## src/rtl/gesummv_pkg.sv

```systemverilog
// Shared gesummv definitions: collector FSM states and default problem sizes.
package gesummv_pkg;

  localparam int unsigned GESUMMV_N      = 8;
  localparam int unsigned GESUMMV_ADDR_W = 3;
  localparam int unsigned GESUMMV_DATA_W = 32;

  typedef enum logic [1:0] {
    IDLE    = 2'd0,
    CAPTURE = 2'd1,
    DRAIN   = 2'd2
  } state_t;

endpackage

```

## src/rtl/gesummv_y_collector.sv

```systemverilog
// Captures the gesummv y vector from the kernel memory port and replays it in address order.
// Optional: GESUMMV_Y_COLLECTOR_CYCLE_COUNT_EN adds a saturating CAPTURE-length counter.
module gesummv_y_collector
  import gesummv_pkg::*;
#(
  parameter int unsigned DEPTH  = GESUMMV_N,
  parameter int unsigned ADDR_W = GESUMMV_ADDR_W,
  parameter int unsigned DATA_W = GESUMMV_DATA_W
) (
  input  logic              ap_clk,
  input  logic              ap_rst_n,
  input  logic              ap_start,
  input  logic              ap_done,
  input  logic              y_ce0,
  input  logic              y_we0,
  input  logic [ADDR_W-1:0] y_address0,
  input  logic [DATA_W-1:0] y_d0,
  output logic              out_valid,
  input  logic              out_ready,
  output logic [DATA_W-1:0] out_data,
  output logic [ADDR_W-1:0] out_index,
  output logic              out_last,
  output logic              busy,
  output logic              dup_err,
  output logic              miss_err,
`ifdef GESUMMV_Y_COLLECTOR_CYCLE_COUNT_EN
  output logic [31:0]       cycle_count,
`endif
  output logic              stray_err
);

  localparam logic [ADDR_W:0]   DEPTH_W  = (ADDR_W+1)'(DEPTH);
  localparam logic [ADDR_W-1:0] LAST_IDX = ADDR_W'(DEPTH-1);

  state_t             state;
  logic [DATA_W-1:0]  ybuf [DEPTH];
  logic [DEPTH-1:0]   mask;
  logic [ADDR_W-1:0]  idx;

  logic               wr_req, in_rng, cap_wr;
  logic [DEPTH-1:0]   wr_oh;

  assign wr_req = y_ce0 & y_we0;
  assign in_rng = {1'b0, y_address0} < DEPTH_W;
  assign cap_wr = (state == CAPTURE) && wr_req && in_rng;

  // One-hot of the current write so coverage can include a same-cycle write on ap_done
  always_comb begin
    wr_oh = '0;
    if (cap_wr) wr_oh[y_address0] = 1'b1;
  end

  always_ff @(posedge ap_clk or negedge ap_rst_n) begin
    if (!ap_rst_n) begin
      state    <= IDLE;
      mask     <= '0;
      idx      <= '0;
      dup_err  <= 1'b0;
      miss_err <= 1'b0;
      for (int i = 0; i < int'(DEPTH); i++) ybuf[i] <= '0;
    end else begin
      case (state)
        IDLE: begin
          if (ap_start) begin
            state    <= CAPTURE;
            mask     <= '0;
            dup_err  <= 1'b0;
            miss_err <= 1'b0;
            for (int i = 0; i < int'(DEPTH); i++) ybuf[i] <= '0;
          end
        end
        CAPTURE: begin
          if (cap_wr) begin
            ybuf[y_address0] <= y_d0;
            mask[y_address0] <= 1'b1;
            if (mask[y_address0]) dup_err <= 1'b1;
          end
          if (ap_done) begin
            state <= DRAIN;
            idx   <= '0;
            if (!(&(mask | wr_oh))) miss_err <= 1'b1;
          end
        end
        DRAIN: begin
          if (out_ready) begin
            if (idx == LAST_IDX) begin
              state <= IDLE;
              idx   <= '0;
            end else begin
              idx <= idx + 1'b1;
            end
          end
        end
        default: state <= IDLE;
      endcase
    end
  end

  // Anything the kernel writes outside CAPTURE, or past DEPTH, is dropped and flagged until reset
  always_ff @(posedge ap_clk or negedge ap_rst_n) begin
    if (!ap_rst_n)                                  stray_err <= 1'b0;
    else if (wr_req && (state != CAPTURE || !in_rng)) stray_err <= 1'b1;
  end

`ifdef GESUMMV_Y_COLLECTOR_CYCLE_COUNT_EN
  always_ff @(posedge ap_clk or negedge ap_rst_n) begin
    if (!ap_rst_n)                           cycle_count <= '0;
    else if (state == IDLE && ap_start)      cycle_count <= '0;
    else if (state == CAPTURE && !(&cycle_count)) cycle_count <= cycle_count + 32'd1;
  end
`endif

  // Buffer is frozen during DRAIN, so these decodes of registered state are stable under stall
  assign out_valid = (state == DRAIN);
  assign out_data  = ybuf[idx];
  assign out_index = idx;
  assign out_last  = out_valid && (idx == LAST_IDX);
  assign busy      = (state != IDLE);

endmodule
```

## config.mk

```make
export PLATFORM = sky130hd
export DESIGN_NAME = gesummv_y_collector
export DESIGN_NICKNAME = d
export VERILOG_FILES = /design/src/rtl/gesummv_pkg.sv /design/src/rtl/gesummv_y_collector.sv
export SDC_FILE = /design/constraint.sdc
export NUM_CORES = 1
export LEC_CHECK = 0
export BUFFER_PORTS_ARGS = -buffer_cell sky130_fd_sc_hd__clkbuf_2
export CAP_MARGIN = 20
export CORE_MARGIN = 2
export CORE_UTILIZATION = 43
export CTS_CLUSTER_DIAMETER = 150
export DETAILED_ROUTE_END_ITERATION = 10
export PLACE_DENSITY = 0.56
export SLEW_MARGIN = 20
export SYNTH_ARGS = -nofsm -noshare
export SYNTH_HDL_FRONTEND = slang
export SYNTH_SLANG_ARGS = --single-unit
export TNS_END_PERCENT = 10
```

## constraint.sdc

```tcl
create_clock -name ap_clk -period 5.9 [get_ports ap_clk]
set_input_delay 1.475 -clock ap_clk [delete_from_list [all_inputs] [get_ports ap_clk]]
set_output_delay 1.475 -clock ap_clk [all_outputs]
set_load 0.02 [all_outputs]
```

Word level (Yosys, flattened, before mapping)
Cells that the tools add are included.
{"block": "totals", "register_bits": 272, "in_bits": 42, "ram_bits": 0, "latchBits": 0, "mem_bits_ro": 0, "word_cells": 84, "memories": 0}
{"block": "op_classes", "n_mul": 0, "bitwise_logic": 5, "n_div": 0, "n_lt_le_gt_ge": 5, "add_sub_neg": 1, "muxes": 33, "eq_ne": 11, "reduce_logical": 15, "n_shift": 0}
{"operator": "$mux W256", "count": 2}
{"operator": "$pmux W256 S2", "count": 1}
{"operator": "$bwmux W256", "count": 1}
{"operator": "$bmux W32 S3", "count": 1}
{"operator": "$demux W32 S3", "count": 1}
{"operator": "$mux W32", "count": 3}
{"operator": "$mux W8", "count": 3}
{"operator": "$or A8 B8 Y8", "count": 2}
{"operator": "$pmux W8 S2", "count": 1}
{"operator": "$reduce_and A4 Y1", "count": 3}
{"operator": "$mux W3", "count": 3}
{"operator": "$ge A4 B4 Y1 const B", "count": 2}
{"operator": "$mux W2", "count": 4}
{"operator": "$ne A2 B1 Y1 const B", "count": 4}
{"operator": "$ne A2 B2 Y1 const B", "count": 4}
{"operator": "$not A3 Y4", "count": 2}
{"operator": "$reduce_and A8 Y1", "count": 1}
{"operator": "$mux W1", "count": 7}
{"operator": "$pmux W2 S3", "count": 1}
{"operator": "$pmux W3 S2", "count": 1}
{"operator": "$reduce_and A3 Y1", "count": 2}
{"operator": "$reduce_bool A2 Y1", "count": 3}
{"operator": "$logic_and A1 B1 Y1", "count": 5}
{"operator": "$lt A3 B4 Y1 const B", "count": 1}
{"operator": "11 further kinds", "count": 12}

Depth between registers and ports, before layout
Gate-level depths: netlist (run 1).
{"block": "depth", "ltp_word": 10, "ltp_mapped": 7, "ltp_nobuf": 5}

Worst setup path before layout (run 1)
No wires, ideal clock.
{"block": "synth_path", "kind": "flip-flop to output port", "startpoint": "reg idx[1], in the netlist out_index[1]", "endpoint": "out out_data[0]", "required_ps": 4425, "slack_ps": 2695, "path_stages_with_launch": 5, "arrival_time_ps": 1730, "path_cell_list": "dfrtp_1 buf_2 clkbuf_1 mux4_2 mux2_2"}
{"block": "synth_between", "elab_chain_cells": 4}
{"element": "from (decl)", "line_no": "gesummv_y_collector.sv:38", "rtl": "logic [ADDR_W-1:0] idx;"}
{"element": "from (signal assigned)", "line_no": "gesummv_y_collector.sv:90", "rtl": "idx <= idx + 1'b1;"}
{"element": "$not A3 Y4 (not written as such)", "line_no": "gesummv_y_collector.sv:115", "rtl": "assign out_data = ybuf[idx];"}
{"element": "$bmux W32 S3", "line_no": "gesummv_y_collector.sv:115"}
{"element": "$mux W32 (not written as such) (2 in series)", "line_no": "gesummv_y_collector.sv:115"}
{"element": "to (decl)", "line_no": "gesummv_y_collector.sv:20", "rtl": "output logic [DATA_W-1:0] out_data,"}
Every way passes these cells. The select of a mux whose other input is x is not followed.

Worst setup path in the final report (run 1)
{"block": "layout_path", "startpoint": "reg idx[0], in the netlist out_index[0]", "endpoint": "out out_data[18]"}
The elaborated chain is that of the path after synthesis.

==> results of run 1 <==
per-stage QoR:
stage / setup WS, ps / power, uW / utilization, %
after global routing: 1330 / 5760 / 50.1
after CTS: 1440 / 5560 / 50.1
after floorplan: 2700 / 3150 / -
after global placement: 2050 / 3670 / 46.2
final: 1500 / 5510 / 50.1
after detailed placement: 2060 / 3710 / 46.6
kinds of logic (layout without fill, tap and decap cells):
family | after synthesis | in the layout | synth area share (%)
simple gates | 340 | 340 | 11.4
compound gates | 285 | 285 | 12.5
flops | 272 | 272 | 56.9
mux | 100 | 100 | 15.6
buf+inv | 80 | 160 | 3.37
fa+ha+maj | 2 | 2 | 0.209
synthesized netlist by cell type (all sizes together), types with 3 or more instances:
master | count | area (um^2)
nand2 | 305 | 1140
dfrtp | 272 | 6810
o21ai | 257 | 1290
mux4 | 66 | 1490
buf | 53 | 302
mux2 | 32 | 360
clkbuf | 22 | 82.6
nor2 | 15 | 73.8
a21oi | 12 | 78.8
inv | 5 | 18.8
nor2b | 5 | 31.3
nand3 | 4 | 20.0
a31oi | 3 | 31.3
and2 | 3 | 18.8
report_power, final:
group / internal (uW) / switching [uW] / leakage (uW)
Sequential: 2040 / 242 / 0.00377
Clock: 1110 / 736 / 0.000471
Combinational: 468 / 918 / 0.00175
Total: 3620 / 1890 / 0.00599
state kept, by name, summed over array words and instances (netlist names):
name,count
mask,8
dup_err,1
miss_err,1
stray_err,1
state,2
out_index,3
ybuf,256
final timing paths:
check	from	slack, ps	endpoint
min in group asynchronous	ap_rst_n	980	ybuf[24]$_DFFE_PN0P_
worst max register to register	state[0]$_DFFE_PN0P_	3570	ybuf[239]$_DFFE_PN0P_
worst min register to register	ybuf[177]$_DFFE_PN0P_	480	ybuf[177]$_DFFE_PN0P_
worst min-delay path	ybuf[177]$_DFFE_PN0P_	480	ybuf[177]$_DFFE_PN0P_
max in group asynchronous	ap_rst_n	3720	ybuf[139]$_DFFE_PN0P_
worst max-delay path	out_index[0]$_DFFE_PN0P_	1500	out_data[18]
layer usage:
metal | share of wire [%] | track usage, % | up-vias
li1 | - | - | 3894
met1 | 46 | 34.2 | 4367
met2 | 47 | 38.4 | 209
met3 | 4.5 | 3.33 | 48
met4 | 1.9 | 5.28 | 0
met5 | 0 | 0 | -
critical path, stage by stage (launching register included):
cell      delay [ps]
dfrtp_4          990
buf_12           330
mux4_2           550
mux2_2           310
clkbuf_2         170
cell type report:
cell class | count | share of cell area (%)
clock buffers | 45 | 6.44
clock inverters | 5 | 0.562
inverters | 5 | 0.136
multi-input cells | 727 | 35.0
flip-flops and latches | 272 | 49.4
well taps | 378 | 3.43
repair buffers | 105 | 5.01
==> flow_metrics.tcl, run 1 <==
set metrics [dict create \
    design_area_mm2 0.0138 \
    antenna_found_initial 0 \
    layoutNonFillerInstCount 1537 \
    dpl-instance-area_mm2 0.0128 \
    whs_ps 477 \
    yosys_warnings 0 \
    max_cap_violations 0 \
    initial_core_util_pct 43.4 \
    synth_edf_count 0 \
    numCtsBuffers 30 \
    clock_latency_ps 550 \
    cts_buffer_depth 3 \
    netlist_area_mm2 0.0120 \
    fillers 2534 \
    cts_resized 0 \
    relSlewSlack_pct 31.1 \
    async_flop_share_pct 100 \
    wire_per_inst_um 21.5 \
    drtPass1Iterations 5 \
    min_period_ps 4400 \
    end_kind "primary output" \
    cts_tree "done" \
    p_leak_uw 0.00599 \
    dp.cells 1487 \
    final_common_cell "nand2_1" \
    netlist_instances 1079 \
    min_path_cells 2 \
    post-cts-setup-buffers 0 \
    cts_sinks 272 \
    num_antenna_cells 0 \
    pin_count 83 \
    ys_ff_latch 272 \
    cts.clk_slew.worst_paths_ps 60 \
    grt_max_degree 119 \
    rows 61 \
    drt-initial-drc-count 535 \
    die_width_um 171 \
    cp_max_fo 42 \
    grt_usage_pct 23.7 \
    critPathKind "reg2out" \
    hpwl_um 18100 \
    syn_to_final_growth_pct 15.3 \
    critPathRequiredTime_ps 4430 \
    syn_area_per_cell_um2 11.1 \
    holdBufCountCts 0 \
    drive_gt1_share_pct 22.9 \
    die-area_mm2 0.0292 \
    place.gp.congestion 0.753 \
    cts_htree_levels 1 \
    dieHeight_um 171 \
    setup_viol 0 \
    tightest_slew_ps 1030 \
    clockRootBuffer "clkbuf_16" \
    grt_pass1_wl_um 52600 \
    wirelength_um 33100 \
    syn-num-nets 1123 \
    antenna_left 0 \
    maxSlewViolCount 0 \
    status "complete, no violations" \
    fin_tns_setup_ps 0 \
    final_cell_mix "305 x nand2_1, 269 x dfrtp_1, 256 x o21ai_1" \
    core_area_mm2 0.0276 \
    yosysSeqAreaShare_pct 56.9 \
    start_kind "flop" \
    period_share_pct 74.5 \
    place.port_buffers 82 \
    r2r_cells 6 \
    grt_overflow 0 \
    powerDensity_mw_per_mm2 400 \
    drcViolationCount 0 \
    fin_nets 1185 \
    hold_viol_final 0 \
    fin_skew_ps 7.59 \
    ir_drop_uv 246 \
    worstPathArrival_ps 2920 \
    regArea_mm2 0.00682 \
    synth_cell_types 42 \
    max_freq_mhz 227 \
    viasPerCell 5.54 \
    multi_input_area_mm2 0.00483 \
    synth_flop_cell "dfrtp_1" \
    vias 8518 \
    rsz0062_at_grt "no" \
    first_global_vias 8819 \
    hp-class "reg2reg" \
]
No activity file was read; power rests on OpenSTA's default activity.
==> run 2, diff against run 1 <==
Clock period 5.9 ns to 4.15 ns, I/O delays scaled along.
==> run 2 against run 1 <==
Setup slack got worse by 1100 ps; sequential share of layout area down 0.076 points; first-iteration DRC count increased by 6.7%; cell count up 0.78%; power is 42% higher; worst hold slack got worse by 72 ps; design area increased by 0.15%; sequential power up 39%.
==> flow_metrics.tcl, run 2 (synthesized netlist as in run 1, its figures left out) <==
set metrics [dict create \
    status "complete, no violations" \
    worstPathArrival_ps 2740 \
    timing.rr.start "state[0]$_DFFE_PN0P_" \
    grt_overflow 0 \
    drcViolationCount 0 \
    place.gp.congestion 0.763 \
    rows 61 \
    r2r_cells 6 \
    relSlewSlack_pct 28.9 \
    drive_gt1_share_pct 23.9 \
    wl_met3_um 1530 \
    final_util_pct 50.1 \
    powerDensity_mw_per_mm2 568 \
    antenna_left 0 \
    slowest_stage "dfrtp_4" \
    maxSlewViolCount 0 \
    post-cts-setup-buffers 0 \
    wire_per_inst_um 21.2 \
    ir_drop_uv 325 \
    fillers 2481 \
    top_register "ybuf" \
    syn_to_final_growth_pct 15.5 \
    cp_cell_sequence "buf_4, mux4_2, mux2_2, clkbuf_2" \
    largest_reg_flops 256 \
    num_antenna_cells 0 \
    hold_viol_final 0 \
    viasPerCell 5.54 \
    tightest_slew_ps 1070 \
    min_period_ps 3780 \
    place.port_buffers 82 \
    p_leak_uw 0.00601 \
    p_total_uw 7840 \
    cp_max_fo 26 \
    rsz0062_at_grt "no" \
    critPathKind "reg2out" \
    final_cell_mix "305 x nand2_1, 269 x dfrtp_1, 256 x o21ai_1" \
    drt-initial-drc-count 571 \
    first_global_vias 8789 \
    end_kind "primary output" \
    cts_htree_levels 1 \
    max_freq_mhz 265 \
    dpl-instance-area_mm2 0.0128 \
    max_cap_violations 0 \
    fin_tns_setup_ps 0 \
    cts.clk_slew.worst_paths_ps 60 \
    hpwl_um 18500 \
    wirelength_um 32800 \
    dr_wl_met2_um 15700 \
    grt_max_degree 109 \
    die-area_mm2 0.0292 \
    vias 8586 \
    grt_usage_pct 23.5 \
    cts_tree "done" \
    numCtsBuffers 30 \
    reg2reg_to "ybuf[44]$_DFFE_PN0P_" \
    start_kind "flop" \
    grt_pass1_wl_um 52500 \
    core_area_mm2 0.0276 \
    initial_core_util_pct 43.4 \
    clock_latency_ps 570 \
    design_area_mm2 0.0138 \
    setup_viol 0 \
    clockRootBuffer "clkbuf_16" \
    fin_nets 1192 \
    fin_skew_ps 26.0 \
    drtPass1Iterations 5 \
    die_width_um 171 \
    cts_sinks 272 \
    max_stage_delay_ps 780 \
    hp-class "in2async" \
    pin_count 83 \
    cts_resized 0 \
    wl_met1_um 15100 \
    top_layer_used "met4" \
    holdBufCountCts 0 \
    final_common_cell "nand2_1" \
    antenna_found_initial 0 \
    rrSetupSlack_ps 1830 \
    dieHeight_um 171 \
    critPathRequiredTime_ps 3110 \
    period_share_pct 91.1 \
    cts_buffer_depth 3 \
]
[run 2: cell types whose count changed in the layout (fill, tap and decap cells not counted)]
cell,before,now
clkinvlp_4,1,3
clkbuf_1,8,5
buf_4,17,27
clkinv_8,0,1
buf_16,3,0
clkinv_2,2,7
clkinv_4,0,1
clkbuf_16,31,30
[run 2: final cells by class]
| class | count | area, um^2 | share of cell area (%) |
|---|---|---|---|
| sequential | 272 | 6820 | 49.3 |
| multi-input combinational | 727 | 4830 | 35.0 |
| clock buffer | 41 | 852 | 6.17 |
| timing repair buffer | 112 | 683 | 4.94 |
| tap | 378 | 473 | 3.42 |
| clock inverter | 14 | 143 | 1.03 |
| inverter | 5 | 18.8 | 0.136 |
[run 2: per-layer routing]
| metal | global-route usage (%) | vias up |
|---|---|---|
| li1 | - | 3913 |
| met1 | 34.6 | 4395 |
| met2 | 37.9 | 238 |
| met3 | 2.57 | 40 |
| met4 | 5.35 | 0 |
| met5 | 0 | - |
[run 2: power by group]
group	internal [uW]	total, uW	leakage, uW	switching [uW]
Clock	1560	2650	0.000486	1090
Sequential	2900	3170	0.00377	266
Combinational	659	2030	0.00176	1370
Total	5120	7840	0.00601	2730
[run 2: stage by stage]
| step | instances | hold WS [ps] | setup WS [ps] |
|---|---|---|---|
| 6_report | 1549 | 405 | 371 |
| 5_1_grt | 1549 | 436 | 216 |
| 4_1_cts | 1549 | 413 | 307 |
| 3_5_place_dp | 1494 | 470 | 928 |
| 3_3_place_gp | 1494 | 461 | 979 |
| 2_1_floorplan | 1079 | 450 | 1380 |
[run 2: critical path: cells and delay by family (launching register included)]
kind | cells | cell delay [ps]
buffers and inverters | 2 | 540
muxes | 2 | 840
DFF | 1 | 780
[run 2: worst max-delay path by stage]
| stage | startpoint | to | cells after the start | slack, ps |
|---|---|---|---|---|
| 2_1_floorplan | out_index[1]$_DFFE_PN0P_ | out_data[0] | 4 | 1380 |
| 3_3_place_gp | out_index[0]$_DFFE_PN0P_ | out_data[2] | 4 | 980 |
| 3_5_place_dp | out_index[0]$_DFFE_PN0P_ | out_data[2] | 4 | 930 |
| 4_1_cts | out_index[0]$_DFFE_PN0P_ | out_data[2] | 4 | 310 |
| 5_1_grt | out_index[0]$_DFFE_PN0P_ | out_data[2] | 4 | 220 |
| 6_report | out_index[0]$_DFFE_PN0P_ | out_data[2] | 4 | 370 |
